**src/rtl/nanorv32_irq_pkg.sv**
```systemverilog
// nanorv32_irq_pkg: shared FSM encoding, default sizing and chip source indices for the interrupt controller
package nanorv32_irq_pkg;

  typedef enum logic [1:0] {
    IRQ_IDLE   = 2'd0,
    IRQ_REQ    = 2'd1,
    IRQ_ACTIVE = 2'd2
  } irq_state_t;

  localparam int NB_IRQ_DEFAULT = 8;

  localparam int IRQ_UART = 0;
  localparam int IRQ_GPIO = 1;

endpackage

```
**src/rtl/nanorv32_irq_prio_enc.sv**
```systemverilog
// nanorv32_irq_prio_enc: fixed-priority encoder, lowest set bit of vec wins
module nanorv32_irq_prio_enc #(
  parameter int NB_IRQ = 8,
  parameter int IDW    = 3
) (
  input  logic [NB_IRQ-1:0] vec,
  output logic [IDW-1:0]    sel,
  output logic              any
);

  // scan from the top down so the lowest index is written last and wins
  always_comb begin
    sel = '0;
    any = |vec;
    for (int i = NB_IRQ - 1; i >= 0; i--)
      if (vec[i]) sel = IDW'(i);
  end

endmodule

```
**src/rtl/nanorv32_irq_ctrl.sv**
```systemverilog
// nanorv32_irq_ctrl: edge/level interrupt latch, mask, fixed priority and req/ack/done handshake to the core
// Optional input synchroniser on irq_src enabled by defining NANORV32_IRQ_SYNC_EN.
module nanorv32_irq_ctrl
  import nanorv32_irq_pkg::*;
#(
  parameter int NB_IRQ = NB_IRQ_DEFAULT,
  parameter int IDW    = 3
) (
  input  logic              clk_in,
  input  logic              rst_n,
  input  logic [NB_IRQ-1:0] irq_src,
  input  logic [NB_IRQ-1:0] irq_en,
  input  logic [NB_IRQ-1:0] irq_edge,
  input  logic              irq_ack,
  input  logic              irq_done,
  output logic              irq_req,
  output logic [IDW-1:0]    irq_id,
  output logic              irq_active,
  output logic [NB_IRQ-1:0] irq_pending
);

  irq_state_t        state, state_nx;
  logic [NB_IRQ-1:0] src_in, src_q, rise, edge_pend, clr, eligible;
  logic [IDW-1:0]    sel;
  logic              any, take_ack;

`ifdef NANORV32_IRQ_SYNC_EN
  logic [NB_IRQ-1:0] sync1, sync2;

  // two-flop synchroniser for sources that are asynchronous to clk_in
  always_ff @(posedge clk_in) begin
    if (!rst_n) begin
      sync1 <= '0;
      sync2 <= '0;
    end else begin
      sync1 <= irq_src;
      sync2 <= sync1;
    end
  end

  assign src_in = sync2;
`else
  assign src_in = irq_src;
`endif

  assign rise        = src_in & ~src_q;
  assign take_ack    = (state == IRQ_REQ) && irq_ack;
  assign clr         = take_ack ? (NB_IRQ'(1) << irq_id) : '0;
  assign irq_pending = (edge_pend & irq_edge) | (src_q & ~irq_edge);
  assign eligible    = irq_pending & irq_en;

  nanorv32_irq_prio_enc #(
    .NB_IRQ(NB_IRQ),
    .IDW   (IDW)
  ) u_prio (
    .vec(eligible),
    .sel(sel),
    .any(any)
  );

  // source history and edge-mode pending latch; a new edge beats a same-cycle ack clear
  always_ff @(posedge clk_in) begin
    if (!rst_n) begin
      src_q     <= '0;
      edge_pend <= '0;
    end else begin
      src_q     <= src_in;
      edge_pend <= irq_edge & (rise | (edge_pend & ~clr));
    end
  end

  // state register and the id captured when a request is launched
  always_ff @(posedge clk_in) begin
    if (!rst_n) begin
      state  <= IRQ_IDLE;
      irq_id <= '0;
    end else begin
      state <= state_nx;
      if (state == IRQ_IDLE && any) irq_id <= sel;
    end
  end

  // next state: ack beats withdrawal; no preemption while requesting or in service
  always_comb begin
    state_nx = state;
    case (state)
      IRQ_IDLE:   state_nx = any ? IRQ_REQ : IRQ_IDLE;
      IRQ_REQ:    state_nx = irq_ack ? IRQ_ACTIVE : (eligible[irq_id] ? IRQ_REQ : IRQ_IDLE);
      IRQ_ACTIVE: state_nx = irq_done ? IRQ_IDLE : IRQ_ACTIVE;
      default:    state_nx = IRQ_IDLE;
    endcase
  end

  // handshake outputs decoded from the registered state
  always_comb begin
    irq_req    = (state == IRQ_REQ);
    irq_active = (state == IRQ_ACTIVE);
  end

endmodule
```
**config.mk**
```make
export PLATFORM = sky130hd
export DESIGN_NAME = nanorv32_irq_ctrl
export DESIGN_NICKNAME = d
export VERILOG_FILES = /design/src/rtl/nanorv32_irq_pkg.sv /design/src/rtl/nanorv32_irq_prio_enc.sv /design/src/rtl/nanorv32_irq_ctrl.sv
export SDC_FILE = /design/constraint.sdc
export NUM_CORES = 1
export LEC_CHECK = 0
export ABC_CLOCK_PERIOD_IN_PS = 2350
export CORE_MARGIN = 3
export CORE_UTILIZATION = 40
export DETAILED_ROUTE_END_ITERATION = 6
export GPL_TIMING_DRIVEN = 0
export PLACE_DENSITY = 0.7
export SLEW_MARGIN = 5
export SYNTH_ARGS = -nofsm -noshare
export SYNTH_HDL_FRONTEND = slang
export SYNTH_SLANG_ARGS = --single-unit
```
**constraint.sdc**
```tcl
create_clock -name clk_in -period 2.35 [get_ports clk_in]
set_input_delay 0.235 -clock clk_in [delete_from_list [all_inputs] [get_ports clk_in]]
set_output_delay 0.235 -clock clk_in [all_outputs]
set_load 0.05 [all_outputs]
```
==> results.md, run 1 <==
- The run finished with clean final reports.
- The number of buffer and inverter stages on the critical path is 2.
- After synthesis, the share of cell area in mux cells is 0.152.
- The post-CTS setup buffer count is 0.
- Of the total synthesized cell area, the portion taken by AND, OR, NAND and NOR gates is 0.269.
- The worst hold path stage count is 2.
- The area overhead of the layout relative to synthesis is 42.7%.
- In this run, distinct cell masters in the synthesized netlist total 33.
- The count of nets left with antenna violations once routing finished came out at 0.
- The tightest hold path in the finished design has a slack of 0.481 ns.
- The required time at the worst-slack endpoint is 2.12 ns.
- The layout has 234 filler cells.
- The highest clock rate is 487 MHz.
- The average size of a mapped cell is 9.21 µm².
- The analysis attributes to net switching a power of 274 µW.
- The total wire length is 2750 µm.
- The xor-xnor portion of the synthesized cell area is 0.
- The number of hold-slack violations in the final timing report is 0.
- Dividing the detail-routed via count by the number of cells gives 5.29.
- The core outline area is 2520 µm².
- Registers take 420 µm².
- The power density normalized to cell area is 548 nW/µm².
- The endpoint class of the critical path is an output port.
- For this configuration, the core starts out at a cell density of 0.431.
- The number of synthesis warnings is 0.
- TritonCTS built the clock tree.
- The post-route minimum period is 2.05 ns.
- At the pin with the least slew margin, the transition time is 0.507 ns.
- The type of the worst min-delay path is reg -> reg.
- Setup violations remaining at the end of the flow were counted as 0.
- The longest clock path from root to sink contains 2 buffers.
- Setup repair after global routing left no endpoint under its margin.
- The count of pins over their slew limit was 0.
- Entering global routing, the biggest net connects 12 pins.
- The path type of the worst setup path is in -> out.
- The number of global-route vias before repair was 1046.
- The number of placed cells counting well taps is 188.
- Setup total negative slack on the finished layout was measured at 0 ns.
- In this run, synthesis produced a sequential element count of 21.
- The total overflow left after global routing is 0.
- The detailed router finished its first iteration with 30 violations.
- The overall global routing resource usage is 0.177.
- Synthesis produced a netlist with a net count of 146.
- The number of optimization iterations in the first detailed-route pass is 4.
- The sequential power share is 0.463.
- Of the total synthesized cell area, the portion taken by full adders, half adders and majority gates is 0.
- The area of the multi-input gates is 639 µm².
- The endpoint arrival time on the critical path is 1.82 ns.
- In this run the horizontal extent of the chip is 58.1 µm.
- In the layout the commonest cells are sky130_fd_sc_hd__clkdlybuf4s50_1 (40), sky130_fd_sc_hd__dfxtp_1 (21), sky130_fd_sc_hd__nand2_1 (19).
- The count of buffers from port buffering is 40.
- The last weighted congestion value of the routability-driven placer is 0.886.
- The maximum fanout along the worst path is 4.
- The kind of cell with the highest combined delay along the critical path is buffers and inverters.
- Of the synthesized area, sequential elements account for 0.387.
- The worst setup slack before clock tree synthesis is 0.293 ns.
- The quantity of hold-fixing buffers added after cts is 0.
- The number of levels in the clock H-tree is 1.
- The cell at the root of the clock tree is sky130_fd_sc_hd__clkbuf_4.
- The register-to-register path setup slack is 0.77 ns.
- At the later pin of the worst-skew pair, clock insertion delay measures 0.30 ns.
- Between clock sinks in the finished design, the worst skew comes to 0.0104 ns.
- The routed layout has 1015 vias.
- By area, the combinational part of the netlist is dominated by simple AND/OR/NAND/NOR gates.
- After layout, the worst setup slack is 0.299 ns.
- In the final layout, the share of cells above drive strength 1 is 0.142.
- The number of placement rows is 18.
- The worst setup path is launched from an input pin.
- Leaving out fill and tap cells, the most frequent cell in the layout is sky130_fd_sc_hd__clkdlybuf4s50_1.
- In this run the count of I/O pins placed on the die edge is 41.
- The largest incremental delay on the critical path is 0.71 ns.
- The total DRC errors in the routed layout is 0.
- The fraction of the mapped netlist area in compound gates is 0.167.
- The initial antenna violation count was 0.
- The total clock buffers created by CTS is 3.
- The die is 58.1 µm tall.
- The tool flagged a number of max-cap violations equal to 0.
- IR analysis of the VDD net gives a maximum drop of 345 µV.
- Counting cells, the worst reg-to-reg path comes to 5.
- The combinational share of power is 0.331.
- The cell area after synthesis is 1090 µm².
- The cell seen most often among critical-path stages is sky130_fd_sc_hd__clkdlybuf4s50_1.
- In the final routed layout, each cell accounts on average for 14.3 µm.
- The switching fraction of total power is 0.322.
- The cell count after synthesis came out at 118.
- In this run, post-CTS repair resized a total of 0 instances.
- The post-CTS clock slew at the launch and capture registers of the worst setup and hold paths is 0.11 ns.
- 0 antenna diodes ended up in the layout.
- The first global-routing pass estimated 4600 µm of wire.
- The cell type of the slowest stage on the worst timing path is sky130_fd_sc_hd__clkdlybuf4s50_1.
- The number of cells in the finished layout apart from fillers is 192.
- CTS saw 21 sinks.
- The static leakage power is 0.000578 µW.
- The number of nets at the end of the flow is 191.
- The worst pin sits at a relative slew slack of 0.661.
- Of the available clock period, the critical path in the final layout requires 0.873.
- The detailed placement HPWL is 2210 µm.
- The internal portion of the total power is 576 µW.
- In this run the number of cells on the critical path is 3.
- The floorplan step defined a die boundary enclosing 3380 µm².
- The clock power share is 0.207.
- Traced cell by cell, the critical path runs through clkdlybuf4s50_1, mux2_2, clkdlybuf4s50_1.
[stage by stage]
| stage | power, µW | area, µm² | utilization |
|---|---|---|---|
| 2_1_floorplan | 570 | 1090 | - |
| 3_3_place_gp | 679 | 1530 | 0.605 |
| 3_5_place_dp | 683 | 1530 | 0.605 |
| 4_1_cts | 859 | 1550 | 0.615 |
| 5_1_grt | 893 | 1550 | 0.615 |
| 6_report | 850 | 1550 | 0.615 |
[power by group through the flow]
stage / Combinational, µW / Sequential (µW) / Clock, µW
5_1_grt: 300 / 397 / 196
4_1_cts: 283 / 393 / 183
6_report: 281 / 393 / 176
2_1_floorplan: 151 / 419 / 0
3_3_place_gp: 279 / 400 / 0
3_5_place_dp: 281 / 402 / 0
[area by class of cell]
class                      count  share of cell area
buffer                         4              0.0177
clock buffer                   4              0.0169
multi-input combinational     93               0.412
sequential                    21               0.271
tap                           30              0.0242
timing repair buffer          40               0.258
[metal layers]
layer  part of all wire  GRT usage  vias to the layer above
met4             0.0051     0.0695                        0
met2               0.51      0.311                       33
li1                   -          -                      507
met3              0.052     0.0267                        2
met5                  0          0                        -
met1               0.43      0.215                      473
[synth_stat cells]
cell type                   count  share of area
sky130_fd_sc_hd__buf_4          1         0.0069
sky130_fd_sc_hd__dfxtp_1       21           0.39
sky130_fd_sc_hd__nand3_1        3          0.014
sky130_fd_sc_hd__and2_1         9          0.052
sky130_fd_sc_hd__mux4_2         2          0.041
sky130_fd_sc_hd__or2_1          1         0.0058
sky130_fd_sc_hd__clkbuf_1       1         0.0034
sky130_fd_sc_hd__o31ai_1        2          0.014
sky130_fd_sc_hd__a41oi_1        1         0.0081
sky130_fd_sc_hd__nor3b_1        1         0.0069
sky130_fd_sc_hd__nand2_2        2          0.012
sky130_fd_sc_hd__a21oi_1        9          0.041
sky130_fd_sc_hd__o21ai_1        6          0.028
sky130_fd_sc_hd__nor2_1         1         0.0034
sky130_fd_sc_hd__a32oi_1        1         0.0081
sky130_fd_sc_hd__nor2b_4        1          0.013
sky130_fd_sc_hd__o22ai_1        1         0.0058
sky130_fd_sc_hd__nand2b_1      11          0.063
sky130_fd_sc_hd__mux2_4         5          0.069
sky130_fd_sc_hd__nand2_4        1          0.010
sky130_fd_sc_hd__buf_6          1          0.010
sky130_fd_sc_hd__o21ai_2        1         0.0081
sky130_fd_sc_hd__nand2_1       19          0.066
sky130_fd_sc_hd__o21ai_0        1         0.0046
sky130_fd_sc_hd__or2_2          1         0.0058
sky130_fd_sc_hd__nor2b_1        2          0.012
sky130_fd_sc_hd__o2111ai_1      1         0.0081
sky130_fd_sc_hd__o211ai_1       1         0.0069
sky130_fd_sc_hd__a22oi_1        4          0.028
sky130_fd_sc_hd__nand3b_1       1         0.0069
sky130_fd_sc_hd__a21boi_1       1         0.0069
sky130_fd_sc_hd__mux2_2         4          0.041
sky130_fd_sc_hd__buf_2          1         0.0046
[final timing paths]
kind / from / to
setup / recovery: irq_edge[4] / irq_pending[4]
setup reg to reg: src_q[1]$_SDFF_PN0_ / irq_id[1]$_SDFFE_PN0P_
hold reg to reg: edge_pend[5]$_SDFF_PN0_ / edge_pend[5]$_SDFF_PN0_
hold / removal: edge_pend[5]$_SDFF_PN0_ / edge_pend[5]$_SDFF_PN0_
[cell families (layout without fill, tap and decap cells)]
kind of cell    after synthesis  after routing
compound gates               29             29
buf+inv                       4             48
simple gates                 53             53
flops                        21             21
mux                          11             11
[state kept, by name (all words and copies together), names as in the netlist]
signal / flops
edge_pend: 8
src_q: 8
irq_id: 3
state: 2
[worst min-delay path, delay by kind of cell, from the launching register on]
family         cells  cell delay (ns)
flip-flops         1             0.32
AO/OA/AOI/OAI      2             0.12
No activity file was read; power rests on OpenSTA's default activity.
==> inputs of run 2 (changes only) <==
--- a/config.mk
+++ b/config.mk
@@ -8,8 +8,8 @@
 export ABC_CLOCK_PERIOD_IN_PS = 2350
 export CORE_MARGIN = 3
 export CORE_UTILIZATION = 40
+export CTS_BUF_LIST = sky130_fd_sc_hd__clkbuf_16
 export DETAILED_ROUTE_END_ITERATION = 6
-export GPL_TIMING_DRIVEN = 0
 export PLACE_DENSITY = 0.7
 export SLEW_MARGIN = 5
 export SYNTH_ARGS = -nofsm -noshare
==> run 2 against run 1 <==
Net effect:
- combinational power fell by 5%
- non-clock buffer count fell by 4
- routed wire length fell by 4.2%
- setup slack barely moved
- worst hold slack got worse by 0.011 ns
- global-route usage fell by 1.1 points
- clock power rose by 110%
- sequential share of layout area fell by 0.45 points
- critical path type unchanged
- highest routed layer unchanged
==> results.md, run 2 (synthesis gave the netlist of run 1 again) <==
- The last weighted congestion value of the routability-driven placer is 0.896.
- The worst vdd rail ir drop is 444 µV.
- In the final timing run, aggregate negative setup slack is 0 ns.
- The number of placement rows is 18.
- The run finished with clean final reports.
- The endpoint class of the critical path is an output port.
- The starting density of the core is 0.431.
- The number of nets at the end of the flow is 187.
- The number of placed cells counting well taps is 184.
- The total DRC errors in the routed layout is 0.
- The setup skew after layout is 0.00117 ns.
- Compared with the post-synthesis result, the final layout area differs by 45.1%.
- 0 antenna diodes ended up in the layout.
- The count of buffers from port buffering is 40.
- The worst register-to-register path ends at irq_id[0]$_SDFFE_PN0P_.
- The layout filler cell count is 238.
- After clock tree synthesis, the clock-pin slew on the worst setup and hold paths is 0.06 ns.
- The maximum fanout along the worst path is 4.
- The width of the die is 58.1 µm.
- In this run the critical register-to-register path is launched from src_q[1]$_SDFF_PN0_.
- The initial antenna violation count is 0.
- The share of total power dissipated in the clock network is 0.351.
- The average via count per standard cell is 5.24.
- The first global-routing pass estimated 4190 µm of wire.
- The number of levels in the clock H-tree is 1.
- The combinational share of power is 0.259.
- The total clock buffers created by CTS is 3.
- For this run the aggregate overflow at the end of global routing stands at 0.
- At the worst endpoint, the required time is 2.12 ns.
- The wire-length estimate of the detail-placed layout is 2090 µm.
- The final layout contains routed wiring with a total length of 2630 µm.
- In this run the count of I/O pins placed on the die edge is 41.
- The highest clock rate is 488 MHz.
- In the finished design, the share of the clock period the worst path needs comes to 0.873.
- The cell at the root of the clock tree is sky130_fd_sc_hd__clkbuf_16.
- In the layout the commonest cells are sky130_fd_sc_hd__clkdlybuf4s50_1 (40), sky130_fd_sc_hd__dfxtp_1 (21), sky130_fd_sc_hd__nand2_1 (19).
- The via count is 985.
- The number of hold-slack violations in the final timing report is 0.
- For the pin with the worst max-slew slack, the measured transition is 0.779 ns.
- The register-to-register path setup slack is 0.77 ns.
- Buffers added to address setup during post-CTS repair amount to 0.
- Of the total power, the share spent switching nets is 0.286.
- The clock latency reported for the late side of the worst-skew pair is 0.25 ns.
- The share of total power dissipated in sequential elements is 0.390.
- The average wire per cell in the routed design is 14.0 µm.
- The worst setup path is of the in -> out kind.
- In this run, post-CTS repair resized a total of 0 instances.
- The post-route minimum period is 2.05 ns.
- The number of cells on the worst reg-to-reg path is 5.
- Along the worst hold path, the cell count comes to 2.
- The count of pins over their slew limit was 0.
- The largest net degree at the start of global routing is 25.
- The count of maximum capacitance violations is 0.
- The endpoint arrival time on the critical path is 1.82 ns.
- The final setup violation count is 0.
- The die covers 3380 µm².
- The number of global-route vias before repair came to 968.
- The path class of the tightest hold or removal check is reg -> reg.
- After the first detailed-routing iteration, the DRC count stood at 25.
- The power density normalized to cell area is 652 nW/µm².
- The path with the worst hold slack has its endpoint at edge_pend[0]$_SDFF_PN0_.
- Clock tree synthesis found a total of 21 sinks.
- The number of cells in the finished layout apart from fillers is 188.
- TritonCTS built the clock tree.
- The internal power of the cells totals 734 µW.
- The total area inside the core boundary comes to 2520 µm².
- In this run the remaining antenna-violating nets after routing total 0.
- Buffers inserted to repair hold after CTS numbered 0.
- The net switching component of the power is 294 µW.
- In this run the most critical hold path is launched from edge_pend[0]$_SDFF_PN0_.
- The overall global routing resource usage is 0.166.
- The worst setup path is launched from an input pin.
- Setup repair after global routing left no endpoint under its margin.
- Summed over all cells, the static leakage comes to 0.000586 µW.
- The largest registers in the layout are edge_pend (8), src_q (8), irq_id (3).
- The die outline height is 58.1 µm.
- The share of post-route cells with drive strength above 1 is 0.133.
- The library cell used most frequently in the layout, excluding fill and tap cells, is sky130_fd_sc_hd__clkdlybuf4s50_1.
- Overall power consumption after layout is estimated at 1030 µW.
- The longest clock path from root to sink contains 2 buffers.
- The max-slew headroom at the worst pin is 0.479.
- The first TritonRoute pass finished after 4 iterations.
## run 2: layer usage
metal,vias to the layer above,wire length [µm],global-route usage
met4,0,34,0.0795
met3,4,112,0.0290
li1,497,-,-
met1,461,1140,0.192
met2,23,1350,0.292
met5,-,0,0
## run 2: how the worst max path moves through the flow
stage,start,endpoint,slack (ns),cells past startpoint
6_report,irq_edge[4],irq_pending[4],0.30,3
5_1_grt,irq_edge[4],irq_pending[4],0.26,3
4_1_cts,irq_edge[6],irq_pending[6],0.29,3
3_5_place_dp,irq_edge[1],irq_id[0]$_SDFFE_PN0P_,0.28,6
3_3_place_gp,irq_edge[6],irq_pending[6],0.32,3
2_1_floorplan,irq_id[0]$_SDFFE_PN0P_,state[0]$_SDFF_PN0_,0.59,4
## run 2: power groups by stage
stage               Combinational (µW)  Clock [µW]  Sequential, µW
floorplan                          151           0             419
global placement                   264           0             408
detailed placement                 268           0             409
CTS                                269         366             401
global route                       285         377             404
finish                             267         361             401
## run 2: area by class of cell
type	count	area (µm²)	area share
multi-input combinational	93	639	0.405
timing repair buffer	40	400	0.254
sequential	21	420	0.266
clock buffer	3	75.1	0.0476
clock inverter	1	5.00	0.00317
tap	30	37.5	0.0238
## run 2: stage by stage
| step | util | setup WS, ns | instance area, µm² | hold WS, ns |
|---|---|---|---|---|
| detailed placement | 0.594 | 0.279 | 1500 | 0.462 |
| CTS | 0.625 | 0.294 | 1580 | 0.473 |
| global placement | 0.594 | 0.322 | 1500 | 0.454 |
| global route | 0.625 | 0.264 | 1580 | 0.498 |
| finish | 0.625 | 0.299 | 1580 | 0.471 |
| floorplan | - | 0.587 | 1090 | 0.351 |
## run 2: critical path, cell delays in order
cell	delay [ns]
sky130_fd_sc_hd__clkdlybuf4s50_1	0.49
sky130_fd_sc_hd__mux2_2	0.38
sky130_fd_sc_hd__clkdlybuf4s50_1	0.71
==> variant, RTL diff (config.mk and constraints of run 1) <==
Add a define of `NANORV32_IRQ_SYNC_EN`.
--- a/src/rtl/nanorv32_irq_ctrl.sv
+++ b/src/rtl/nanorv32_irq_ctrl.sv
@@ -1,5 +1,7 @@
 // nanorv32_irq_ctrl: edge/level interrupt latch, mask, fixed priority and req/ack/done handshake to the core
 // Optional input synchroniser on irq_src enabled by defining NANORV32_IRQ_SYNC_EN.
+`define NANORV32_IRQ_SYNC_EN
+
 module nanorv32_irq_ctrl
   import nanorv32_irq_pkg::*;
 #(
Check against the original RTL: not equivalent (a bounded check fails within 4 cycles, from zero or initial values and one cycle with rst_n low).
==> variant against run 1 <==
Largest cell class is now registers. Critical path type unchanged. Largest power group unchanged. Routed wire length rose by 26%. Power grew 51%. Highest routed layer unchanged. Setup slack got worse by 29 ps. First-iteration DRC count rose to 5.0 times the old value. Sequential cell count increased by 16. Cell area up 34%. Sequential power grew 68%. Area after synthesis up 41%. Count of clock-buffer cells in the layout increased by 3. Clock skew decreased by 4.4 ps.
==> variant: results (changes against run 1) <==
fmax=480.7 MHz (-1.4%); buffer depth of the longest clock path=2 (unchanged); crit path max fanout=4 (unchanged); Leakage=0.7490 nW (+30%); Cell variety after synth=35 (+6.1%); first-pass GRT wire length=5692 microns (+24%); drt via density=5.095 (-3.6%); worst r2r src=edge_pend[5]; status=finished, final reports clean; worst-path cell with the longest stage delay=clkdlybuf4s50_1; initial antenna violation count=0 (unchanged); top post-synthesis cells by count=37 x dfxtp_1, 25 x and2_1, 22 x nand2_1; HPWL after DPL=2689 microns (+22%); most used cell, CP=clkdlybuf4s50_1; worst hold start=rst_n; gr usage total=16.76% (-0.93 points); CTS HTree Levels=2 (+1); final wirelength=3473 microns (+26%); slew margin rel.=65.36% (-0.71 points); GP Congestion=0.7719 (-13%); Main synth FF type=dfxtp_1; CTS root buffer=clkbuf_8; Ys Warns=0 (unchanged); Arr. time, crit path=1850 ps (+30 ps); Peak VDD IR=0.4154 mV (+20%); CTS resizes=0 (unchanged); met2 usage=28.40% (-2.7 points); layout cells sized above 1=11.65% (-2.5 points); syn_nets=188 (+29%); vias in the first global route=1282 (+23%); 1st-iter DRT viols=150 (+400%); post-synthesis sequential area ratio=48.17% (+9.5 points); IO buf count=39 (-2.5%); Area contributors post-synth=dfxtp_1 48%, and2_1 10%, nand2_1 5.4%, mux2_2 5.1%, nand2b_1 4.1%; met1 Track Usage GR=20.63% (-0.85 points); largest net degree at the start of global routing=11 (-1); cts bufs inserted=5 (+2); met3 usage=3.941% (+1.3 points); R2R setup slack=830 ps (+60 ps); Clock transition at path regs=70 ps (-40 ps); endpoints failing setup=0 (unchanged); Worst path max stage delay=between 700 and 800 ps; Placement Setup Slack=270.9 ps (-22.18 ps); crit path launch=irq_edge[1]; setup bufs post-CTS=0 (unchanged); clock latency on the worst-skew pair=280 ps (-20 ps); Clock Skew=6.048 ps (-4.357 ps); Hold Path Class=in2reg; total gr overflow=0 (unchanged); async set-or-reset flop fraction in the synthesized netlist=0% (unchanged); nets@finish=234 (+23%); n_diodes=0 (unchanged); Pre-antenna DRT Iters=5 (+1)
[variant: final timing paths]
check	end	cells past startpoint
worst max-delay path	irq_pending[1]	3
worst min-delay path	src_q[2]	2
worst max register to register	irq_id[1]	5
worst min register to register	src_in[4]	1
[variant: report_power, final]
| group | total (mW) | leakage, nW | switching [mW] | internal, mW |
|---|---|---|---|---|
| clock network | 0.432 | 0.0443 | 0.199 | 0.232 |
| registers | 0.661 | 0.303 | 0.00925 | 0.651 |
| logic | 0.190 | 0.402 | 0.0943 | 0.0952 |
| total | 1.28 | 0.749 | 0.303 | 0.979 |
[variant: logic make-up after synthesis]
kind of cell / Yosys count / synth area share, %
compound gates: 34 / 14.81
simple gates: 73 / 26.44
mux: 8 / 6.103
buf+inv: 8 / 4.475
flops: 37 / 48.17
[variant: worst max-delay path, delay by kind of cell]
family	cells	cell delay (ps)
buf+inv	2	1220
mux	1	390
[variant: cell type report]
type | count | area, sq um
inverter | 1 | 3.754
buffer | 7 | 65.06
multi-input combinational | 115 | 728.2
clock buffer | 7 | 86.33
timing repair buffer | 39 | 390.4
fill | 333 | 1449
sequential | 37 | 740.7
tap | 46 | 57.56
[variant: stage by stage]
stage / power (mW) / std cells / util, % / hold WS [ps] / area, sq um
5_1_grt: 1.347 / 252 / 58.85 / 219.2 / 2072
3_5_place_dp: 0.8645 / 245 / 56.40 / 421.1 / 1986
4_1_cts: 1.308 / 252 / 58.85 / 201.7 / 2072
2_1_floorplan: 0.7779 / 160 / - / 351.1 / 1538
3_3_place_gp: 0.8611 / 245 / 56.40 / 415.7 / 1986
6_report: 1.282 / 252 / 58.85 / 213.2 / 2072
[variant: per-layer routing]
layer | up-vias | wire (microns)
met5 | - | 0
met4 | 0 | 14
li1 | 642 | -
met3 | 2 | 239
met1 | 597 | 1493
met2 | 43 | 1726
